[src/rtl/fetch_queue.sv]
// Instruction-fetch front end: owns the PC, prefetches imem words into a
// DEPTH-entry circular queue and hands {pc, instr} to decode over valid/ready.
module fetch_queue #(
  parameter int               XLEN     = 32,
  parameter int               DEPTH    = 4,
  parameter logic [XLEN-1:0]  RESET_PC = '0
) (
  input  logic            clk,
  input  logic            reset,
  output logic [XLEN-1:0] imem_addr,
  input  logic [XLEN-1:0] imem_data,
  input  logic            imem_rdy,
  input  logic            redirect_valid,
  input  logic [XLEN-1:0] redirect_pc,
  output logic            instr_valid,
  output logic [XLEN-1:0] instr_data,
  output logic [XLEN-1:0] instr_pc,
  input  logic            instr_ready,
  output logic            fetch_err
);

  localparam int AW = $clog2(DEPTH);
  localparam int CW = AW + 1;

  logic [XLEN-1:0] pc;
  logic [AW-1:0]   wr_ptr;
  logic [AW-1:0]   rd_ptr;
  logic [CW-1:0]   count;
  logic [XLEN-1:0] q_pc   [DEPTH];
  logic [XLEN-1:0] q_data [DEPTH];
  logic            full;
  logic            pop;
  logic            push;

  assign imem_addr   = pc;
  assign full        = (count == CW'(DEPTH));
  assign instr_valid = (count != '0);
  assign instr_data  = instr_valid ? q_data[rd_ptr] : '0;
  assign instr_pc    = instr_valid ? q_pc[rd_ptr]   : '0;

  // A redirect kills both sides of the handshake; a full queue still
  // accepts a word when the head leaves in the same cycle.
  assign pop  = instr_valid & instr_ready & ~redirect_valid;
  assign push = imem_rdy & ~redirect_valid & (~full | pop);

  always_ff @(posedge clk or posedge reset) begin
    if (reset) begin
      pc        <= RESET_PC;
      wr_ptr    <= '0;
      rd_ptr    <= '0;
      count     <= '0;
      fetch_err <= 1'b0;
    end else if (redirect_valid) begin
      pc        <= {redirect_pc[XLEN-1:2], 2'b00};
      wr_ptr    <= '0;
      rd_ptr    <= '0;
      count     <= '0;
      fetch_err <= |redirect_pc[1:0];
    end else begin
      fetch_err <= 1'b0;
      if (push) begin
        wr_ptr <= wr_ptr + AW'(1);
        pc     <= pc + XLEN'(4);
      end
      if (pop) begin
        rd_ptr <= rd_ptr + AW'(1);
      end
      case ({push, pop})
        2'b10:   count <= count + CW'(1);
        2'b01:   count <= count - CW'(1);
        default: count <= count;
      endcase
    end
  end

  // Storage needs no reset: entries are only visible through count.
  always_ff @(posedge clk) begin
    if (push) begin
      q_pc[wr_ptr]   <= pc;
      q_data[wr_ptr] <= imem_data;
    end
  end

endmodule

[config.mk]
export PLATFORM = sky130hd
export DESIGN_NAME = fetch_queue
export DESIGN_NICKNAME = d
export VERILOG_FILES = /design/src/rtl/fetch_queue.sv
export SDC_FILE = /design/constraint.sdc
export NUM_CORES = 1
export LEC_CHECK = 0
export CAP_MARGIN = 10
export CORE_ASPECT_RATIO = 1.2
export CORE_MARGIN = 1.5
export CORE_UTILIZATION = 45
export CTS_BUF_LIST = sky130_fd_sc_hd__clkbuf_16
export CTS_CLUSTER_SIZE = 40
export DETAILED_ROUTE_END_ITERATION = 12
export PLACE_DENSITY = 0.78
export SYNTH_ARGS = -nofsm -noshare
export SYNTH_HDL_FRONTEND = slang
export SYNTH_SLANG_ARGS = --single-unit
[constraint.sdc]
create_clock -name clk -period 5.9 [get_ports clk]
set_clock_uncertainty 0.15 [all_clocks]
set_input_delay 1.18 -clock clk [delete_from_list [all_inputs] [get_ports clk]]
set_output_delay 1.18 -clock clk [all_outputs]
set_load 0.02 [all_outputs]
==> flow_summary.yaml <==
status:
  status: "finished, final reports clean"
detailed_routing:
  drt_iter0_markers: 390
  wl_per_cell_um: 19.9
  avgViaCountPerCell: 5.49
  drtPass1Iterations: 5
  wirelength_um: 23400
  num_vias: 6456
  ant_nets: 0
  drc: 0
floorplanning:
  row_count: 64
  die_x_um: 150
  core_area_um2: 25500
  pin_count: 167
  initial_core_util: 0.458
  die_h_um: 179
  dieArea_um2: 26900
timing:
  max_slew_margin: 0.323
  max_freq_mhz: 220
  tns_ns: 0
  setup_viol: 0
  worst_slack_ns: 1.34
  tightest_slew_ns: 1.02
  rsz0062_at_grt: "no"
  maxSlewViolCount: 0
  min_period_over_period: 0.772
  period_needed_ns: 4.56
  hold_viol_final: 0
placement:
  port_buffers: 162
  gp_routability_congestion: 0.770
  place_area_um2: 13600
  hpwlAfterDp_um: 13800
  pre_cts_ws_ns: 1.85
critical_path:
  end_kind: "primary output"
  rr_worst_depth: 4
  required_ns: 4.57
  setup.worst_path.class: "reg2out"
  ff2ff_setup_slack_ns: 3.26
  arrival_ns: 3.23
  worstReg2RegEnd: "imem_addr[29]"
  crit-reg2reg-launch: "imem_addr[9]"
  cp-start-kind: "flop"
  worstPathMaxFanout: 38
logic_synthesis:
  synth_area_leaders: "edfxtp_1 (64%), mux4_2 (12%), dfrtp_1 (8.2%)"
  ys_warn_count: 0
  synthFlopType: "edfxtp_1"
  yosys.area_share.simple: 0.0939
  postSynthAreaPerCell_um2: 17.6
  synth.largest_area_cell: "edfxtp_1"
  synth_top_family_by_area: "multiplexers"
  muxShareOfSynthArea: 0.122
  synth_cell_type_count: 44
  synth-async-reset-ratio: 0.133
  synth-edff-count: 248
  synth.top_cell.area_share: 0.639
  synthesis.area_um2: 11700
  post_synth_fa_ha_maj_area_fraction: 0.00708
  yosysSeqAreaShare: 0.720
  synth_xor_area_frac: 0.0105
  synth-seq-cells: 286
  synthCells: 663
  synth_compound_area_frac: 0.0299
final_layout:
  layout-drive-gt1-share: 0.141
  n_antenna_cell: 0
  mostFrequentLayoutCells: "edfxtp_1 (248), clkdlybuf4s50_1 (162), and2_1 (65)"
  stdcell_area_um2: 14500
  syn_to_final_growth_pct: 24.4
  post-route-util: 0.570
  layout_commonest_cell: "edfxtp_1"
  nets: 899
cts:
  ctsResizeCount: 0
  h-tree-depth: 1
  holdBufCountCts: 0
  clock_sinks: 286
  root_buffer: "clkbuf_16"
  cts_setup_buffers: 0
  clk_path_buf_depth: 3
  clk_latency_ns: 0.54
  cts_buffers: 28
  clk_pin_slew_ns: 0.06
  cts_tree: "done"
hold_path:
  hold_path.class: "reg2reg"
  min_from: "wr_ptr[1]"
  min_to: "wr_ptr[1]"
  hold_path_depth: 2
pwr:
  p_per_area_nw_per_um2: 331
  irDropWorstVdd_mv: 0.217
  p_leak_nw: 4.75
job:
  cap_violations: 0
grt:
  grt.overflow.total: 0
  antenna_found_initial: 0
  first_global_vias: 6580
  grt_pass1_wl_um: 36400
  grt_max_degree: 65
  track_usage: 0.177
-- synth_stat cells (all sizes together) (10+ instances only) --
cell and n:
and3 10, dfrtp 38, clkbuf 25, nor2 24, and2 65, or3 11
a31oi 14, buf 13, nand4 14, edfxtp 248, xor2 10, o21ai 23
nand2 24, nand3 16, mux4 62
-- sequential cells by signal (all words and copies together), names as in the netlist --
register and count:
q_data 128, q_pc 120, imem_addr 30, count 3
rd_ptr 2, wr_ptr 2, fetch_err 1
-- power by group --
part | internal, W | switching [W] | total [W]
clock | 0.000990 | 0.000720 | 0.00171
combinational | 0.000364 | 0.000333 | 0.000697
sequential | 0.00230 | 0.000102 | 0.00240
total | 0.00365 | 0.00116 | 0.00481
-- worst max-delay path by stage --
stage / start / end / slack (ns) / cells past startpoint
floorplan: instr_ready / q_data[0][0] / 2.04 / 4
global placement: rd_ptr[0] / instr_pc[3] / 1.88 / 4
detailed placement: rd_ptr[0] / instr_data[16] / 1.85 / 4
CTS: rd_ptr[0] / instr_pc[2] / 1.23 / 4
global route: rd_ptr[0] / instr_pc[2] / 1.15 / 4
finish: rd_ptr[0] / instr_pc[2] / 1.34 / 4
-- per-stage QoR --
stage / power, W / cells / hold WS [ns]
2_1_floorplan: 0.00282 / 666 / 0.393
3_3_place_gp: 0.00314 / 1124 / 0.413
3_5_place_dp: 0.00315 / 1124 / 0.430
4_1_cts: 0.00487 / 1176 / 0.439
5_1_grt: 0.00499 / 1176 / 0.457
6_report: 0.00481 / 1176 / 0.441
-- critical path: stages (launching register included) --
cell             delay (ns)
dfrtp_4                0.97
buf_4                  0.44
mux4_2                 0.54
and2_1                 0.18
clkdlybuf4s50_1        0.55
-- kinds of logic (layout without fill, tap and decap cells) --
logic type | after synthesis | after routing
flops | 286 | 286
simple gates | 192 | 192
mux | 64 | 64
compound gates | 56 | 56
buf+inv | 44 | 224
xor+xnor | 14 | 14
fa+ha+maj | 6 | 6
other cells | 1 | 4
-- final cells by class --
| class | count | area (µm²) |
|---|---|---|
| clock buffer | 31 | 776 |
| clock inverter | 21 | 135 |
| fill | 1943 | 11000 |
| inverter | 6 | 22.5 |
| multi-input combinational | 336 | 3100 |
| timing repair buffer | 166 | 1650 |
| sequential | 286 | 8410 |
| tap | 330 | 413 |
-- metal layers --
metal	GRT usage	up-vias	wire, µm
met5	0	-	0
met4	0.0441	0	418
met3	0.0316	32	1710
met2	0.296	253	11800
met1	0.243	3229	9480
li1	-	2942	-
(Power assumes the default switching activity.)
